[src/rtl/sbrb_pkg.sv]
`default_nettype none
// ============================================================================
// Module      : sbrb_pkg
// Description : Shared types and constants for the SbRb latch pulse driver.
//               FSM state encoding, default timing constants, the idle
//               output encoding and a small constant helper function.
// Revision    : 1.0 - initial release
// ============================================================================
package sbrb_pkg;

  // Driver FSM states.
  typedef enum logic [1:0] {
    IDLE    = 2'd0,
    PULSE_S = 2'd1,
    PULSE_R = 2'd2,
    GAP     = 2'd3
  } sbrb_state_e;

  // Default timing (in clk cycles).
  localparam int SBRB_DB_CYCLES_DEF = 4;
  localparam int SBRB_PULSE_W_DEF   = 2;
  localparam int SBRB_GAP_W_DEF     = 1;

  // {sb_n, rb_n} while no pulse is being driven: latch holds its state.
  localparam logic [1:0] SBRB_HOLD = 2'b11;

  // Larger of two integers, for sizing shared counters at elaboration time.
  function automatic int sbrb_max(input int a, input int b);
    return (a > b) ? a : b;
  endfunction

endpackage : sbrb_pkg
`default_nettype wire

[src/rtl/sbrb_pulse_driver_btn_debounce.sv]
`default_nettype none
// ============================================================================
// Module      : btn_debounce
// Description : Two-flop synchronizer, debounce counter and press detector
//               for one raw push-button input.
//   clk      in   system clock, rising edge
//   rst_n    in   asynchronous active-low reset
//   btn_raw  in   raw asynchronous button, active high
//   press    out  one-cycle pulse, registered, on each debounced 0->1 change
// Revision    : 1.0 - initial release
// ============================================================================
module btn_debounce
  import sbrb_pkg::*;
#(
  parameter int DB_CYCLES = SBRB_DB_CYCLES_DEF
) (
  input  logic clk,
  input  logic rst_n,
  input  logic btn_raw,
  output logic press
);

  localparam int            CW       = $clog2(DB_CYCLES + 1);
  // The level flips on the cycle that would bring the count to DB_CYCLES.
  localparam logic [CW-1:0] CNT_LAST = CW'(DB_CYCLES - 1);

  logic          sync1_q, sync2_q;
  logic          level_q, level_d;
  logic          press_q, press_d;
  logic [CW-1:0] cnt_q, cnt_d;

  always_comb begin
    level_d = level_q;
    press_d = 1'b0;
    cnt_d   = '0;
    if (sync2_q != level_q) begin
      if (cnt_q == CNT_LAST) begin
        level_d = sync2_q;
        // Only rising debounced edges are reported; releases are silent.
        press_d = sync2_q;
      end else begin
        cnt_d = cnt_q + 1'b1;
      end
    end
  end

  always_ff @(posedge clk or negedge rst_n) begin
    if (!rst_n) begin
      sync1_q <= 1'b0;
      sync2_q <= 1'b0;
      level_q <= 1'b0;
      press_q <= 1'b0;
      cnt_q   <= '0;
    end else begin
      sync1_q <= btn_raw;
      sync2_q <= sync1_q;
      level_q <= level_d;
      press_q <= press_d;
      cnt_q   <= cnt_d;
    end
  end

  assign press = press_q;

endmodule : btn_debounce
`default_nettype wire

[src/rtl/sbrb_pulse_driver.sv]
`default_nettype none
// ============================================================================
// Module      : sbrb_pulse_driver
// Description : Upstream driver for an active-low SbRb latch. Debounced set
//               and reset button presses become fixed-width active-low pulses
//               on sb_n / rb_n, separated by an all-high gap, so the latch
//               never sees sb_n = rb_n = 0. Tracks the expected latch state.
//   clk        in   system clock, rising edge
//   rst_n      in   asynchronous active-low reset
//   set_btn    in   raw set button, active high
//   rst_btn    in   raw reset button, active high
//   q_fb       in   latch Q feedback          (SBRB_QCHECK_EN only)
//   q_mismatch out  Q feedback disagrees      (SBRB_QCHECK_EN only)
//   sb_n       out  registered active-low set pulse
//   rb_n       out  registered active-low reset pulse
//   q_shadow   out  expected latch Q after the last completed pulse
//   busy       out  high while pulsing or in the gap
//   conflict   out  one-cycle flag: set and reset pressed in the same cycle
// Optional    : define SBRB_QCHECK_EN to build the latch feedback checker.
// Revision    : 1.0 - initial release
// ============================================================================
module sbrb_pulse_driver
  import sbrb_pkg::*;
#(
  parameter int DB_CYCLES = SBRB_DB_CYCLES_DEF,
  parameter int PULSE_W   = SBRB_PULSE_W_DEF,
  parameter int GAP_W     = SBRB_GAP_W_DEF
) (
  input  logic clk,
  input  logic rst_n,
  input  logic set_btn,
  input  logic rst_btn,
`ifdef SBRB_QCHECK_EN
  input  logic q_fb,
  output logic q_mismatch,
`endif
  output logic sb_n,
  output logic rb_n,
  output logic q_shadow,
  output logic busy,
  output logic conflict
);

  localparam int            TW         = $clog2(sbrb_max(PULSE_W, GAP_W) + 1);
  localparam logic [TW-1:0] PULSE_LAST = TW'(PULSE_W - 1);
  localparam logic [TW-1:0] GAP_LAST   = TW'(GAP_W - 1);

  logic set_press, rst_press;

  btn_debounce #(.DB_CYCLES(DB_CYCLES)) u_db_set (
    .clk     (clk),
    .rst_n   (rst_n),
    .btn_raw (set_btn),
    .press   (set_press)
  );

  btn_debounce #(.DB_CYCLES(DB_CYCLES)) u_db_rst (
    .clk     (clk),
    .rst_n   (rst_n),
    .btn_raw (rst_btn),
    .press   (rst_press)
  );

  sbrb_state_e   state_q, state_d;
  logic [TW-1:0] tmr_q, tmr_d;
  logic          set_pend_q, set_pend_d;
  logic          rst_pend_q, rst_pend_d;
  logic          sb_n_q, sb_n_d;
  logic          rb_n_q, rb_n_d;
  logic          q_shadow_q, q_shadow_d;
  logic          busy_q, busy_d;
  logic          conflict_q, conflict_d;

  always_comb begin
    // Simultaneous presses: reset wins and the set press is discarded.
    // A press onto an already-set flag is absorbed by the OR.
    conflict_d = set_press & rst_press;
    set_pend_d = set_pend_q | (set_press & ~rst_press);
    rst_pend_d = rst_pend_q | rst_press;
    state_d    = state_q;
    tmr_d      = tmr_q;
    q_shadow_d = q_shadow_q;

    case (state_q)
      IDLE: begin
        tmr_d = '0;
        // Looking at the _d flags lets a press issued this cycle start a
        // pulse on the next edge instead of waiting one cycle in the flag.
        if (rst_pend_d) begin
          state_d    = PULSE_R;
          rst_pend_d = 1'b0;
        end else if (set_pend_d) begin
          state_d    = PULSE_S;
          set_pend_d = 1'b0;
        end
      end
      PULSE_S: begin
        if (tmr_q == PULSE_LAST) begin
          state_d    = GAP;
          tmr_d      = '0;
          q_shadow_d = 1'b1;
        end else begin
          tmr_d = tmr_q + 1'b1;
        end
      end
      PULSE_R: begin
        if (tmr_q == PULSE_LAST) begin
          state_d    = GAP;
          tmr_d      = '0;
          q_shadow_d = 1'b0;
        end else begin
          tmr_d = tmr_q + 1'b1;
        end
      end
      GAP: begin
        if (tmr_q == GAP_LAST) begin
          state_d = IDLE;
          tmr_d   = '0;
        end else begin
          tmr_d = tmr_q + 1'b1;
        end
      end
      default: begin
        state_d = IDLE;
        tmr_d   = '0;
      end
    endcase

    // Outputs are decoded from the next state so they register together
    // with it; a single state can drive at most one line low.
    {sb_n_d, rb_n_d} = SBRB_HOLD;
    if (state_d == PULSE_S) sb_n_d = 1'b0;
    if (state_d == PULSE_R) rb_n_d = 1'b0;
    busy_d = (state_d != IDLE);
  end

  always_ff @(posedge clk or negedge rst_n) begin
    if (!rst_n) begin
      state_q    <= IDLE;
      tmr_q      <= '0;
      set_pend_q <= 1'b0;
      rst_pend_q <= 1'b0;
      sb_n_q     <= 1'b1;
      rb_n_q     <= 1'b1;
      q_shadow_q <= 1'b0;
      busy_q     <= 1'b0;
      conflict_q <= 1'b0;
    end else begin
      state_q    <= state_d;
      tmr_q      <= tmr_d;
      set_pend_q <= set_pend_d;
      rst_pend_q <= rst_pend_d;
      sb_n_q     <= sb_n_d;
      rb_n_q     <= rb_n_d;
      q_shadow_q <= q_shadow_d;
      busy_q     <= busy_d;
      conflict_q <= conflict_d;
    end
  end

  assign sb_n     = sb_n_q;
  assign rb_n     = rb_n_q;
  assign q_shadow = q_shadow_q;
  assign busy     = busy_q;
  assign conflict = conflict_q;

`ifdef SBRB_QCHECK_EN
  // Latch feedback checker. The feedback is only trusted after two IDLE
  // cycles so the synchronizer has caught up with the last pulse.
  logic       qfb_s1_q, qfb_s2_q;
  logic [1:0] idle_cnt_q, idle_cnt_d;
  logic       q_mismatch_q, q_mismatch_d;

  always_comb begin
    idle_cnt_d = '0;
    if (state_q == IDLE) begin
      idle_cnt_d = (idle_cnt_q == 2'd2) ? idle_cnt_q : idle_cnt_q + 1'b1;
    end
    q_mismatch_d = (state_q == IDLE) && (state_d == IDLE) &&
                   (idle_cnt_q == 2'd2) && (qfb_s2_q != q_shadow_q);
  end

  always_ff @(posedge clk or negedge rst_n) begin
    if (!rst_n) begin
      qfb_s1_q     <= 1'b0;
      qfb_s2_q     <= 1'b0;
      idle_cnt_q   <= '0;
      q_mismatch_q <= 1'b0;
    end else begin
      qfb_s1_q     <= q_fb;
      qfb_s2_q     <= qfb_s1_q;
      idle_cnt_q   <= idle_cnt_d;
      q_mismatch_q <= q_mismatch_d;
    end
  end

  assign q_mismatch = q_mismatch_q;
`endif

endmodule : sbrb_pulse_driver
`default_nettype wire

[config.mk]
export PLATFORM = sky130hd
export DESIGN_NAME = sbrb_pulse_driver
export DESIGN_NICKNAME = d
export VERILOG_FILES = /design/src/rtl/sbrb_pkg.sv /design/src/rtl/sbrb_pulse_driver_btn_debounce.sv /design/src/rtl/sbrb_pulse_driver.sv
export SDC_FILE = /design/constraint.sdc
export NUM_CORES = 1
export LEC_CHECK = 0
export BUFFER_PORTS_ARGS = -buffer_cell sky130_fd_sc_hd__buf_4
export CORE_AREA = 2 2 53 55
export CTS_BUF_LIST = sky130_fd_sc_hd__clkbuf_4
export CTS_CLUSTER_DIAMETER = 50
export DETAILED_ROUTE_END_ITERATION = 8
export DIE_AREA = 0 0 55 57
export PLACE_DENSITY_LB_ADDON = 0.15
export SLEW_MARGIN = 20
export SYNTH_ARGS = -nofsm -noshare
export SYNTH_HDL_FRONTEND = slang
export SYNTH_HIERARCHICAL = 1
export SYNTH_SLANG_ARGS = --single-unit
[constraint.sdc]
create_clock -name clk -period 1.8 [get_ports clk]
set_clock_uncertainty 0.05 [all_clocks]
set_input_delay 0.36 -clock clk [delete_from_list [all_inputs] [get_ports clk]]
set_output_delay 0.36 -clock clk [all_outputs]
set_load 0.005 [all_outputs]
==> flow_results.org <==
** Outcome
- Result of the run :: completed

** Die
- Starting density of the core :: 0.414
- Top Ports :: 9
- Die span in y :: 57 um
- Placeable core area :: 0.00262 mm2
- The floorplan has 19 rows.
- The die covers 0.00314 mm2.
- Die Wd :: 55 um

** Final layout
- Measured on the finished design, the core utilization comes to 0.472.
- Layout net count :: 114
- After filler insertion, the fill cell instance count of the layout stands at 252.
- Antenna diode count :: 0
- Fraction of layout instances using a drive strength above 1 :: 0.263
- The library cell used most frequently in the layout, excluding fill and tap cells, is sky130_fd_sc_hd__dfrtp_1.
- Registers take 628 um2.
- Compared with the post-synthesis result, the final layout area differs by 14.0%.
- Combined area of the multi-input logic cells :: 432 um2
- Leading cell types in the layout, fill and taps excluded :: sky130_fd_sc_hd__dfrtp_1 (23), sky130_fd_sc_hd__ha_1 (10), sky130_fd_sc_hd__buf_4 (10)
- Post-route design area :: 0.00123 mm2

** Synthesis
- Post-synthesis simple-gate area fraction :: 0.173
- Dominant cell type by area after synthesis :: sky130_fd_sc_hd__dfrtp_1
- Of the total synthesized cell area, the portion taken by full adders, half adders and majority gates is 0.116.
- Fraction of the yosys area taken by sequential cells :: 0.580
- The cell area that synthesis handed to floorplanning was 0.00108 mm2.
- Dominant combinational cell family by area after synthesis :: simple AND/OR/NAND/NOR gates
- Mux contribution to synthesized area :: 0.0208
- Number of warnings reported in the yosys synthesis log :: 6
- Synth Register Bits :: 25
- Of the total synthesized cell area, the portion taken by XOR and XNOR cells is 0.0162.
- The average instance in the mapped netlist occupies 12.9 um2.
- Cell types with the largest area share after synthesis :: sky130_fd_sc_hd__dfrtp_1 (53%), sky130_fd_sc_hd__ha_1 (12%), sky130_fd_sc_hd__dfstp_2 (4.9%), sky130_fd_sc_hd__nor3b_1 (2.8%), sky130_fd_sc_hd__nor2b_4 (2.5%)
- The share of synthesized area in the top cell type comes to 0.532.
- The number of different library cells used by synthesis comes to 27.
- Counting every instance in the synthesized netlist gives 84.
- Net Count, Synth :: 98
- The compound-cell area share of the yosys netlist came to 0.0728.

** Global route
- Maximum number of pins on one net before global-route repair :: 26
- Tot GR Track Use :: 0.119
- Vias in the first global route :: 637
- Initial antenna violation count :: 0
- First-pass GRT wire length :: 2700 um
- The total overflow left after global routing is 0.

** Placement
- I/O Buffers :: 8
- After detailed placement, the total cell area comes to 0.00120 mm2.
- After legalization and detailed placement, the total HPWL measured 1140 um.
- Weighted congestion reported at the end of routability-driven placement :: 0.812

** Timing
- The count of final hold-check violations came to 0.
- Hold Worst Slack :: 101 ps
- At the pin with the least slew margin, the transition time is 475 ps.
- Number of endpoints failing setup at the final stage :: 0
- Worst slew margin :: 0.681
- Post-route clock period utilization :: 0.912
- Highest attainable clock frequency :: 609 MHz
- Post-layout minimum cycle time :: 1640 ps
- The max-slew violation count was 0.
- For the final routed database, the setup TNS stands at 0 ps.
- Setup repair after global routing missed its margin :: false

** Worst setup path
- WS Path Type :: flop to flop
- The endpoint identified for the worst register-to-register timing path is sb_n.
- STA classifies the critical path startpoint as a flop.
- R2R depth :: 6
- In this run the worst path has a maximum fanout of 6.
- Required time reported for the critical path endpoint :: 2010 ps
- The worst register-to-register path begins at state_q[1].
- For flop-to-flop paths, the worst setup slack is 160 ps.
- Element type at the critical path end :: flop
- Crit path DAT :: 1850 ps

** Routing
- Drt first-iter violations :: 5
- Detailed-route wire length :: 1530 um
- Summing over every cut layer, the via total after detailed routing is 629.
- First-pass DRT Iterations :: 2
- Detailed-route DRC error count :: 0
- Once detail routing completed, the nets flagged for antenna violations numbered 0.
- Detail-routed net length per standard cell :: 11.7 um
- Using the TritonRoute via totals, the vias-per-cell ratio works out to 4.84.

** Clock network
- After clock tree synthesis, the repair step resized 0 gates.
- Post-CTS timing repair inserted 0 buffers for setup.
- Htree depth :: 1
- Clock tree from TritonCTS :: built
- The tree is rooted in a sky130_fd_sc_hd__clkbuf_4.
- Clock buffer depth :: 2
- Number of buffers added by the clock tree synthesis step :: 3
- Clock transition at the registers of the reported paths :: 130 ps
- Num Clock Sinks :: 25
- For the worst-skew pair, the clock arrives at the later sink with an insertion delay of 310 ps.

** Power and ir drop
- Pwr Density :: 1420 mW/mm2
- Maximum vdd drop :: 0.000901 V
- Summed over all cells, the static leakage comes to 0.584 nW.

** Worst hold path
- The path class of the tightest hold or removal check is input pin to flop.
- For hold timing, the worst endpoint is u_db_rst/sync1_q.
- Along the worst hold path, the cell count comes to 1.
- The startpoint identified for the worst hold timing path is rst_btn.

** Job
- Max-cap violation count :: 0
-- flip-flops by register name, summed over array words and instances (netlist names), 2 cells and up --
register	flops
state_q	2
u_db_set/cnt_q	3
tmr_q	2
u_db_rst/cnt_q	3
-- cells in the mapped netlist --
master                     instances
sky130_fd_sc_hd__dfrtp_1          23
sky130_fd_sc_hd__nand3b_1          1
sky130_fd_sc_hd__a211oi_1          1
sky130_fd_sc_hd__nor3b_2           2
sky130_fd_sc_hd__inv_1             5
sky130_fd_sc_hd__and2_1            1
sky130_fd_sc_hd__nand3_1           2
sky130_fd_sc_hd__nor2_1            5
sky130_fd_sc_hd__nand2_1           3
sky130_fd_sc_hd__a22oi_1           1
sky130_fd_sc_hd__ha_1             10
sky130_fd_sc_hd__mux2_2            2
sky130_fd_sc_hd__nor3_1            2
sky130_fd_sc_hd__a21o_2            1
sky130_fd_sc_hd__a221o_1           1
sky130_fd_sc_hd__nand2b_1          2
sky130_fd_sc_hd__or3b_1            1
sky130_fd_sc_hd__and3b_2           2
sky130_fd_sc_hd__o21ai_0           1
sky130_fd_sc_hd__nor3b_1           4
sky130_fd_sc_hd__o31ai_1           1
sky130_fd_sc_hd__xnor2_1           2
sky130_fd_sc_hd__inv_2             1
sky130_fd_sc_hd__dfstp_2           2
sky130_fd_sc_hd__a21oi_1           5
sky130_fd_sc_hd__a21o_1            1
sky130_fd_sc_hd__nor2b_4           2
-- through the flow --
step,cells,setup slack (ps),total power [W]
3_3_place_gp,125,230,0.00152
6_report,130,159,0.00176
2_1_floorplan,84,231,0.00130
4_1_cts,130,167,0.00179
5_1_grt,130,108,0.00193
3_5_place_dp,125,203,0.00154
-- worst max-delay path by stage --
| stage | startpoint | to | cells after the start |
|---|---|---|---|
| 6_report | state_q[1] | sb_n | 6 |
| 5_1_grt | state_q[0] | sb_n | 6 |
| 4_1_cts | state_q[1] | sb_n | 6 |
| 3_5_place_dp | state_q[1] | sb_n | 6 |
| 3_3_place_gp | state_q[0] | sb_n | 6 |
| 2_1_floorplan | state_q[0] | sb_n | 6 |
-- power breakdown --
group	leakage, nW	total [W]	switching, W	internal [W]
Combinational	0.250	0.000724	0.000361	0.000364
Clock	0.0177	0.000237	0.000154	0.0000829
Sequential	0.316	0.000794	0.0000755	0.000718
Total	0.584	0.00176	0.000591	0.00116
-- critical path, stage by stage (launching register included) --
cell and delay, ps:
sky130_fd_sc_hd__dfrtp_1 410, sky130_fd_sc_hd__inv_1 100, sky130_fd_sc_hd__ha_1 270, sky130_fd_sc_hd__nor3b_1 300, sky130_fd_sc_hd__a221o_1 230, sky130_fd_sc_hd__inv_2 50, sky130_fd_sc_hd__a21o_2 180
-- timing repair --
item                                   in CTS  in global routing
setup endpoints to repair                   0                  0
endpoints found under the hold margin      23                  0
hold buffers                                1                  0
-- routing by layer --
layer,up-vias,part of all wire,GRT usage
li1,316,-,-
met1,299,0.45,0.154
met2,12,0.49,0.185
met3,2,0.044,0.0471
met4,0,0.0066,0.0314
met5,-,0,0
-- cell families (layout without fill, tap and decap cells) --
kind of cell / Yosys count / in the layout
flip-flops: 25 / 25
adder cells (fa/ha/maj): 10 / 10
multiplexers: 2 / 2
AND/OR/NAND/NOR: 27 / 27
buffers and inverters: 6 / 21
AO/OA/AOI/OAI: 12 / 12
XOR/XNOR: 2 / 2
-- cell type report --
type                    instances  area share
repair buffers                 11      0.0690
flip-flops and latches         25       0.509
clock inverters                 1     0.00406
inverters                       6      0.0183
multi-input cells              53       0.350
clock buffers                   3      0.0183
well taps                      31      0.0314
Power figures use the tool's default switching activity.
